File: src/rtl/shared_pin_arbiter_if.sv
// Bundles the per-core request/data lines and the arbitrated shared-line signals.
interface shared_pin_arbiter_if #(parameter int N = 2);
  logic [N-1:0] req;
  logic [N-1:0] dout;
  logic [N-1:0] gnt;
  logic [N-1:0] timeout_err;
  logic         line_oe;
  logic         line_out;
  logic         line_in;
  logic         mirror;
  logic         busy;

  modport master (
    output req, dout, line_in,
    input  gnt, line_oe, line_out, mirror, timeout_err, busy
  );

  modport slave (
    input  req, dout, line_in,
    output gnt, line_oe, line_out, mirror, timeout_err, busy
  );
endinterface

File: src/rtl/shared_pin_arbiter.sv
// Round-robin owner arbitration of one shared port line with turnaround gap and hold timeout.
// Define PIN_ARB_SYNC_EN to put 2-flop synchronizers on req and line_in.
module shared_pin_arbiter #(
  parameter int N       = 2,
  parameter int GAP     = 1,
  parameter int TIMEOUT = 255,
  parameter int CNT_W   = 8
) (
  input  logic                 clk,
  input  logic                 rst,
  shared_pin_arbiter_if.slave  bus
);

  localparam int IDX_W = (N > 1) ? $clog2(N) : 1;
  localparam logic [3:0]       GAP_LAST = 4'((GAP > 0) ? GAP - 1 : 0);
  localparam logic [CNT_W-1:0] TO_LAST  = CNT_W'((TIMEOUT > 0) ? TIMEOUT - 1 : 0);

  typedef enum logic [1:0] {IDLE = 2'd0, TURN = 2'd1, OWN = 2'd2} state_t;

  state_t           state_r, state_next_s;
  logic [IDX_W-1:0] owner_r, owner_next_s;
  logic [IDX_W-1:0] ptr_r, ptr_next_s;
  logic [N-1:0]     block_r, block_next_s;
  logic [3:0]       gap_cnt_r, gap_next_s;
  logic [CNT_W-1:0] to_cnt_r, to_next_s;
  logic [N-1:0]     gnt_r, gnt_next_s;
  logic [N-1:0]     terr_r, terr_next_s;
  logic             mirror_r;
  logic [N-1:0]     req_s;
  logic             line_in_s;
  logic [N-1:0]     elig_s;
  logic [IDX_W:0]   pick_s, rel_pick_s;
  logic             start_s, expire_s;
  logic [IDX_W-1:0] start_idx_s;

  // First set bit of elig at or after base, wrapping N-1 -> 0; MSB of result = found.
  function automatic logic [IDX_W:0] rr_pick(input logic [N-1:0] elig, input logic [IDX_W-1:0] base);
    logic [IDX_W:0]   res;
    logic [IDX_W-1:0] idx_v;
    int               idx;
    res = '0;
    for (int k = N - 1; k >= 0; k--) begin
      idx = int'(base) + k;
      if (idx >= N) idx = idx - N;
      idx_v = IDX_W'(idx);
      if (elig[idx_v]) res = {1'b1, idx_v};
    end
    return res;
  endfunction

  function automatic logic [IDX_W-1:0] next_idx(input logic [IDX_W-1:0] idx);
    return (idx == IDX_W'(N - 1)) ? '0 : idx + IDX_W'(1);
  endfunction

  function automatic logic [N-1:0] onehot(input logic [IDX_W-1:0] idx);
    logic [N-1:0] v;
    v      = '0;
    v[idx] = 1'b1;
    return v;
  endfunction

`ifdef PIN_ARB_SYNC_EN
  logic [N-1:0] req_meta_r, req_sync_r;
  logic         li_meta_r, li_sync_r;

  // Two-stage synchronizers for asynchronous core inputs
  always_ff @(posedge clk or posedge rst) begin
    if (rst) begin
      req_meta_r <= '0;
      req_sync_r <= '0;
      li_meta_r  <= 1'b0;
      li_sync_r  <= 1'b0;
    end else begin
      req_meta_r <= bus.req;
      req_sync_r <= req_meta_r;
      li_meta_r  <= bus.line_in;
      li_sync_r  <= li_meta_r;
    end
  end

  assign req_s     = req_sync_r;
  assign line_in_s = li_sync_r;
`else
  assign req_s     = bus.req;
  assign line_in_s = bus.line_in;
`endif

  // Next-state, grant and counter logic
  always_comb begin
    state_next_s = state_r;
    owner_next_s = owner_r;
    ptr_next_s   = ptr_r;
    block_next_s = block_r & req_s;
    gap_next_s   = gap_cnt_r;
    to_next_s    = to_cnt_r;
    gnt_next_s   = gnt_r;
    terr_next_s  = '0;
    elig_s       = req_s & ~block_r;
    pick_s       = rr_pick(elig_s, ptr_r);
    rel_pick_s   = '0;
    expire_s     = 1'b0;
    start_s      = 1'b0;
    start_idx_s  = '0;
    case (state_r)
      IDLE: begin
        if (pick_s[IDX_W]) begin
          start_s     = 1'b1;
          start_idx_s = pick_s[IDX_W-1:0];
        end else begin
          state_next_s = IDLE;
        end
      end
      TURN: begin
        if (!req_s[owner_r]) begin
          state_next_s = IDLE;
        end else if (gap_cnt_r == 4'd0) begin
          state_next_s = OWN;
          gnt_next_s   = onehot(owner_r);
          to_next_s    = '0;
        end else begin
          gap_next_s = gap_cnt_r - 4'd1;
        end
      end
      OWN: begin
        expire_s = (TIMEOUT > 0) && (to_cnt_r == TO_LAST);
        if (!req_s[owner_r] || expire_s) begin
          gnt_next_s   = '0;
          state_next_s = IDLE;
          ptr_next_s   = next_idx(owner_r);
          // A drop coinciding with expiry is a clean release, not a fault
          if (req_s[owner_r]) begin
            terr_next_s           = onehot(owner_r);
            block_next_s[owner_r] = 1'b1;
          end else begin
            terr_next_s = '0;
          end
          rel_pick_s = rr_pick(elig_s & ~onehot(owner_r), next_idx(owner_r));
          if (rel_pick_s[IDX_W]) begin
            start_s     = 1'b1;
            start_idx_s = rel_pick_s[IDX_W-1:0];
          end else begin
            start_s = 1'b0;
          end
        end else if (to_cnt_r != '1) begin
          to_next_s = to_cnt_r + CNT_W'(1);
        end else begin
          to_next_s = to_cnt_r;
        end
      end
      default: begin
        state_next_s = IDLE;
        gnt_next_s   = '0;
      end
    endcase
    if (start_s) begin
      owner_next_s = start_idx_s;
      if (GAP == 0) begin
        state_next_s = OWN;
        gnt_next_s   = onehot(start_idx_s);
        to_next_s    = '0;
      end else begin
        state_next_s = TURN;
        gap_next_s   = GAP_LAST;
      end
    end else begin
      owner_next_s = owner_next_s;
    end
  end

  // State, ownership, counter and output registers
  always_ff @(posedge clk or posedge rst) begin
    if (rst) begin
      state_r   <= IDLE;
      owner_r   <= '0;
      ptr_r     <= '0;
      block_r   <= '0;
      gap_cnt_r <= 4'd0;
      to_cnt_r  <= '0;
      gnt_r     <= '0;
      terr_r    <= '0;
      mirror_r  <= 1'b0;
    end else begin
      state_r   <= state_next_s;
      owner_r   <= owner_next_s;
      ptr_r     <= ptr_next_s;
      block_r   <= block_next_s;
      gap_cnt_r <= gap_next_s;
      to_cnt_r  <= to_next_s;
      gnt_r     <= gnt_next_s;
      terr_r    <= terr_next_s;
      mirror_r  <= line_in_s;
    end
  end

  assign bus.gnt         = gnt_r;
  assign bus.timeout_err = terr_r;
  assign bus.line_oe     = |gnt_r;
  assign bus.line_out    = (state_r == OWN) ? bus.dout[owner_r] : 1'b1;
  assign bus.mirror      = mirror_r;
  assign bus.busy        = (state_r != IDLE);

endmodule
File: src/flat_wrapper.sv
// flat-port wrapper written by rule: the top's interface ports become plain ports
module shared_pin_arbiter_flat 
#(
  parameter int N       = 2,
  parameter int GAP     = 1,
  parameter int TIMEOUT = 255,
  parameter int CNT_W   = 8
)
  (clk, rst, bus_req, bus_dout, bus_line_in, bus_gnt, bus_line_oe, bus_line_out, bus_mirror, bus_timeout_err, bus_busy);
  shared_pin_arbiter_if #(.N(N)) bus_i ();
  input  logic clk;
  input  logic rst;
  input wire logic [$bits(bus_i.req)-1:0] bus_req;
  input wire logic [$bits(bus_i.dout)-1:0] bus_dout;
  input wire logic [$bits(bus_i.line_in)-1:0] bus_line_in;
  output wire logic [$bits(bus_i.gnt)-1:0] bus_gnt;
  output wire logic [$bits(bus_i.line_oe)-1:0] bus_line_oe;
  output wire logic [$bits(bus_i.line_out)-1:0] bus_line_out;
  output wire logic [$bits(bus_i.mirror)-1:0] bus_mirror;
  output wire logic [$bits(bus_i.timeout_err)-1:0] bus_timeout_err;
  output wire logic [$bits(bus_i.busy)-1:0] bus_busy;
  assign bus_i.req = bus_req;
  assign bus_i.dout = bus_dout;
  assign bus_i.line_in = bus_line_in;
  assign bus_gnt = bus_i.gnt;
  assign bus_line_oe = bus_i.line_oe;
  assign bus_line_out = bus_i.line_out;
  assign bus_mirror = bus_i.mirror;
  assign bus_timeout_err = bus_i.timeout_err;
  assign bus_busy = bus_i.busy;
  shared_pin_arbiter #(.N(N), .GAP(GAP), .TIMEOUT(TIMEOUT), .CNT_W(CNT_W)) u_core (.clk(clk), .rst(rst), .bus(bus_i));
endmodule
File: config.mk
export PLATFORM = sky130hd
export DESIGN_NAME = shared_pin_arbiter_flat
export DESIGN_NICKNAME = d
export VERILOG_FILES = /design/src/rtl/shared_pin_arbiter_if.sv /design/src/rtl/shared_pin_arbiter.sv /design/src/flat_wrapper.sv
export SDC_FILE = /design/constraint.sdc
export NUM_CORES = 1
export LEC_CHECK = 0
export ABC_AREA = 1
export BUFFER_PORTS_ARGS = -buffer_cell sky130_fd_sc_hd__clkbuf_2
export CAP_MARGIN = 15
export CORE_ASPECT_RATIO = 1.5
export CORE_MARGIN = 2
export CORE_UTILIZATION = 35
export DETAILED_ROUTE_END_ITERATION = 16
export HOLD_SLACK_MARGIN = 0.02
export SYNTH_ARGS = -nofsm -noshare
export SYNTH_HDL_FRONTEND = slang
export SYNTH_SLANG_ARGS = --single-unit
File: constraint.sdc
create_clock -name clk -period 1.4 [get_ports clk]
set_input_delay 0.07 -clock clk [delete_from_list [all_inputs] [get_ports clk]]
set_output_delay 0.07 -clock clk [all_outputs]
set_load 0.02 [all_outputs]
# ---- Yosys cells after proc, flatten, opt, wreduce, memory -nomap -nowiden
# Index checks and enable logic that the tools add are counted.
dict set report word_totals {
  output_inout_bits 8
  word_cells 125
  register_bits 23
}
dict set report classes {
  n_mux 62
  magnitude_cmp 10
  reduce_logical 15
  n_bitwise 7
  addsub 9
  n_eq_ne 13
}
# cell n
set op_table {}
lappend op_table {{$mux 2} 19}
lappend op_table {{$mux 8} 4}
lappend op_table {{$mux 1} 29}
lappend op_table {{$mux 4} 4}
lappend op_table {{$pmux 8 s2} 1}
lappend op_table {{$pmux 2 s3} 2}
lappend op_table {{$lt 1x2->1 const B} 5}
lappend op_table {{$ne 2x1->1 const B} 5}
lappend op_table {{$add 8x1->8 const B} 1}
lappend op_table {{$eq 8x8->1 const B} 1}
lappend op_table {{$ne 8x8->1 const B} 1}
lappend op_table {{$reduce_bool 2->1} 4}
lappend op_table {{$and 2x2->2} 3}
lappend op_table {{$reduce_and 3->1} 2}
lappend op_table {{$reduce_and 5->1} 1}
lappend op_table {{$add 1x1->2 const B} 2}
lappend op_table {{$ge 1x2->1 const B} 2}
lappend op_table {{$ge 2x2->1 const B} 2}
lappend op_table {{$logic_not 4->1} 1}
lappend op_table {{$ne 4x3->1 const B} 1}
lappend op_table {{$not 2->2} 2}
lappend op_table {{$pmux 1 s2} 2}
lappend op_table {{$reduce_and 4->1} 1}
lappend op_table {{$sub 1x1->1 const B} 4}
lappend op_table {{17 further kinds} 17}

# ---- Depth between registers and ports, before layout
dict set report depth {
  depth_word 18
  depth_mapped 11
}

# ---- Worst setup path before layout
# Ideal clock, no wire load.
dict set report synth_path {
  path_kind {reg2reg}
  from {reg u_core.gap_cnt_r[0]}
  to {reg u_core.to_cnt_r[1]}
  arrival_ps 1292
  n_path_buf 0
  required_ps 1282
  synth_period_minus_slack_ps 1410
  path_slack_ps -10
  setup_ps 118
  stages_incl_launch_ff 10
  cell_sequence {dfrtp_1 -> inv_1 -> ha_1 -> nand2_1 -> nor2_4 -> inv_1 -> nand2_2 -> nand4_4 -> nand2_1 -> nand2_1}
}
dict set report synth_via {
  elab_chain_len 3
}
# element line_no
set synth_rtl {}
lappend synth_rtl {{start: declaration} shared_pin_arbiter.sv:24} ;# logic [3:0] gap_cnt_r, gap_next_s;
lappend synth_rtl {{start signal: assignment} shared_pin_arbiter.sv:187} ;# gap_cnt_r <= gap_next_s;
lappend synth_rtl {{$logic_not 4->1} shared_pin_arbiter.sv:116} ;# end else if (gap_cnt_r == 4'd0) begin
lappend synth_rtl {{$ne 2x1->1 (no line)} -}
lappend synth_rtl {{$reduce_and 5->1 (no line)} -}
lappend synth_rtl {{end signal: assignment} shared_pin_arbiter.sv:188} ;# to_cnt_r <= to_next_s;
lappend synth_rtl {{end: declaration} shared_pin_arbiter.sv:25} ;# logic [CNT_W-1:0] to_cnt_r, to_next_s;
# Every way passes these cells.
# A chain may end at the register's enable or synchronous reset.

# ---- Worst setup path in the final report
dict set report layout_path {
  from {reg u_core.to_cnt_r[0]}
  to {reg u_core.to_cnt_r[0]}
}
dict set report layout_via {
  elab_chain_len 4
}
# element line_no
set layout_rtl {}
lappend layout_rtl {{$add 8x1->8 / $eq 8x8->1 (equally long branches)} {shared_pin_arbiter.sv:145, shared_pin_arbiter.sv:125}}
lappend layout_rtl {{$mux 8 / $logic_or 1x1->1 (equally long branches)} {shared_pin_arbiter.sv:144, shared_pin_arbiter.sv:126}}
lappend layout_rtl {{$mux 8 / $ne 2x2->1 (equally long branches)} -}
lappend layout_rtl {{$pmux 8 s2 / $reduce_and 5->1 (equally long branches)} -}
# Parallel ways exist; a longest one is shown, timed or not. The select of a mux whose other input is x is not followed.

==> flow_metrics.env <==
export IMPL_wl_per_cell_um=12.0
export IMPL_fin_crit_sh_pct=104
export IMPL_finClkSkew_ns=0.00278
export IMPL_grt_antenna_before_repair=0
export IMPL_multi_input_area_um2=845
export IMPL_dp_cells=263
export IMPL_synth_nets=192
export IMPL_cp_required_ns=1.56
export IMPL_io_buffers=14
export IMPL_grt_usage_pct=16.2
export IMPL_yosysWarnings=0
export IMPL_root_buffer="clkbuf_8"
export IMPL_start_kind="flop"
export IMPL_synth_top_cell_area_share_pct=41.2
export IMPL_ys_types=26
export IMPL_clockBufferDepth=2
export IMPL_fin_cells=279
export IMPL_yosys_area_top_type="dfrtp_1"
export IMPL_drv_cap=0
export IMPL_fill_cells=391
export IMPL_synth_sequential_area_ratio_pct=41.2
export IMPL_layout_nets=246
export IMPL_violations="setup timing"
export IMPL_powerDensity_mw_per_mm2=1410
export IMPL_cts_tree="built"
export IMPL_rsz0062_at_grt="yes"
export IMPL_gp_congestion=0.762
export IMPL_r2r_start="u_core.to_cnt_r[0]"
export IMPL_slew_headroom_pct=77.4
export IMPL_syn_area_mm2=0.00140
export IMPL_hold_start="bus_req[1]"
export IMPL_regArea_um2=577
export IMPL_status="finished, violations left"
export IMPL_slew_violations=0
export IMPL_synthToLayoutAreaGrowth_pct=40.6
export IMPL_crit_fanout=3
export IMPL_fin_ws_ns=-0.0527
export IMPL_placedInstanceArea_mm2=0.00171
export IMPL_end_kind="flop"
export IMPL_drt_iter0_drc=19
export IMPL_first_pass_iters=4
export IMPL_worst_pin_slew_ns=0.338
export IMPL_dieHeight_um=81.4
export IMPL_initial_core_util_pct=35.9
export IMPL_setup_tns_ns=-0.166
export IMPL_rows=28
export IMPL_ant_nets=0
export IMPL_vias=1329
export IMPL_syn_area_per_cell_um2=7.71
export IMPL_vdd_drop_max_mv=1.22
export IMPL_final_cell_area_mm2=0.00196
export IMPL_top_level_ports=15
export IMPL_hold_viol=0
export IMPL_synth_seq_cells=23
export IMPL_clock_fmax_mhz=688
export IMPL_via_per_inst=4.76
export IMPL_arrival_ns=1.62
export IMPL_clock_sinks=23
export IMPL_period_minus_slack_ns=1.45
export IMPL_cts_inserted_buffers=3
export IMPL_synth_area_leaders="dfrtp_1 41%, nand2_1 14%, nor2_1 5.4%"
export IMPL_critPathLaunch="u_core.to_cnt_r[0]"
export IMPL_insertion_delay_ns=0.26
export IMPL_wl_mm=3.36
export IMPL_drive_gt1_share_pct=42.7
export IMPL_antenna_cells=0
export IMPL_synth_cells=181
export IMPL_path_clk_slew_ns=0.08
export IMPL_dp_hpwl_mm=2.46
export IMPL_grt_ovfl_total=0
export IMPL_grt_pass1_vias=1335
export IMPL_drc=0
export IMPL_leakagePower_uw=0.000993
export IMPL_crit_type="flop to flop"
export IMPL_die_area_mm2=0.00452
export IMPL_htreeDepth=1
export IMPL_die_x_um=55.6
export IMPL_setup_violations=8
export IMPL_min_path_type="primary input to flop"
export IMPL_core_mm2=0.00389
export IMPL_grt_max_degree=24
export IMPL_grt_pass1_wl_mm=5.80
## cell families (layout without fill, tap and decap cells)
group / Yosys count / in the layout / share of synthesized area [%]
compound gates: 11 / 11 / 4.30
xor+xnor: 4 / 4 / 2.51
fa+ha+maj: 4 / 4 / 3.58
buf+inv: 23 / 76 / 6.18
flops: 23 / 23 / 41.2
simple gates: 116 / 116 / 42.2
## report_power, final
part | total, uW | switching [uW] | internal (uW) | leakage (uW)
sequential | 859 | 94.2 | 765 | 0.000309
combinational | 1500 | 907 | 592 | 0.000661
clock | 418 | 215 | 203 | 0.0000228
total | 2780 | 1220 | 1560 | 0.000993
## flip-flops by register name, summed over array words and instances (netlist names)
name / count
u_core.state_r: 2
u_core.ptr_r: 1
u_core.bus.gnt: 2
u_core.gap_cnt_r: 4
u_core.bus.mirror: 1
u_core.owner_r: 1
u_core.block_r: 2
u_core.to_cnt_r: 8
u_core.bus.timeout_err: 2
## worst max-delay path: stages, from the launching register on
cell and delay, ns:
dfrtp_1 0.41, inv_2 0.07, buf_4 0.13, buf_4 0.12, buf_4 0.12, buf_4 0.12, buf_4 0.12, buf_4 0.12
nand4_1 0.09, nand2_2 0.06
## synth_stat cells (all sizes together)
library cell and n:
o21ai 7, o21bai 1, dfrtp 23, a21oi 2, nor3 3, xnor2 1, inv 23, ha 4
nand4 5, nor2 25, o21a 1, nand3 15, or2 3, xor2 3, nand2 65
## cells in the final DEF (no fill, tap or decap), drive strengths merged
master	instances
nand2	65
buf	34
nor2	25
dfrtp	23
inv	23
clkbuf	17
nand3	15
o21ai	7
nand4	5
ha	4
nor3	3
xor2	3
or2	3
a21oi	2
dlygate4sd3	2
xnor2	1
o21a	1
o21bai	1
## metrics by stage
step	power (uW)	hold WS, ns	utilization (%)	setup slack (ns)
floorplan	1670	0.0719	-	0.00212
global placement	2050	0.115	44.0	-0.0322
detailed placement	2060	0.115	44.0	-0.0470
CTS	2650	0.0439	47.9	-0.0246
global route	2980	0.0445	50.5	-0.119
finish	2780	0.0475	50.5	-0.0527
## layer usage
layer	GRT usage, %	vias up	part of all wire [%]
li1	-	678	-
met2	31.5	17	58
met5	0	-	0
met4	6.10	0	1.9
met1	18.0	626	39
met3	1.43	8	1.5
## final cells by class
class / instances / area share, %
well taps: 45 / 2.87
multi-input cells: 135 / 43.0
repair buffers: 49 / 18.0
flip-flops and latches: 23 / 29.4
inverters: 23 / 4.40
clock buffers: 4 / 2.29
## path summary, 6_finish.rpt
| kind | end | slack [ns] | depth (start not counted) |
|---|---|---|---|
| max | u_core.to_cnt_r[0] | -0.05 | 9 |
| min | u_core.block_r[1] | 0.05 | 2 |
| max reg2reg | u_core.to_cnt_r[0] | -0.05 | 9 |
| min reg2reg | u_core.block_r[0] | 0.50 | 2 |
| max in group asynchronous | u_core.to_cnt_r[1] | 0.78 | 4 |
| min in group asynchronous | u_core.to_cnt_r[2] | 0.37 | 4 |
## repair_timing
item | in CTS | in global routing
pin swaps | 7 | 15
setup buffers | 8 | 2
gates resized for setup | 8 | 25
hold endpoints to repair | 24 | 0
hold buffers | 2 | 0
setup endpoints to repair | 13 | 22
Note: power is estimated with default switching activity, not from simulation.
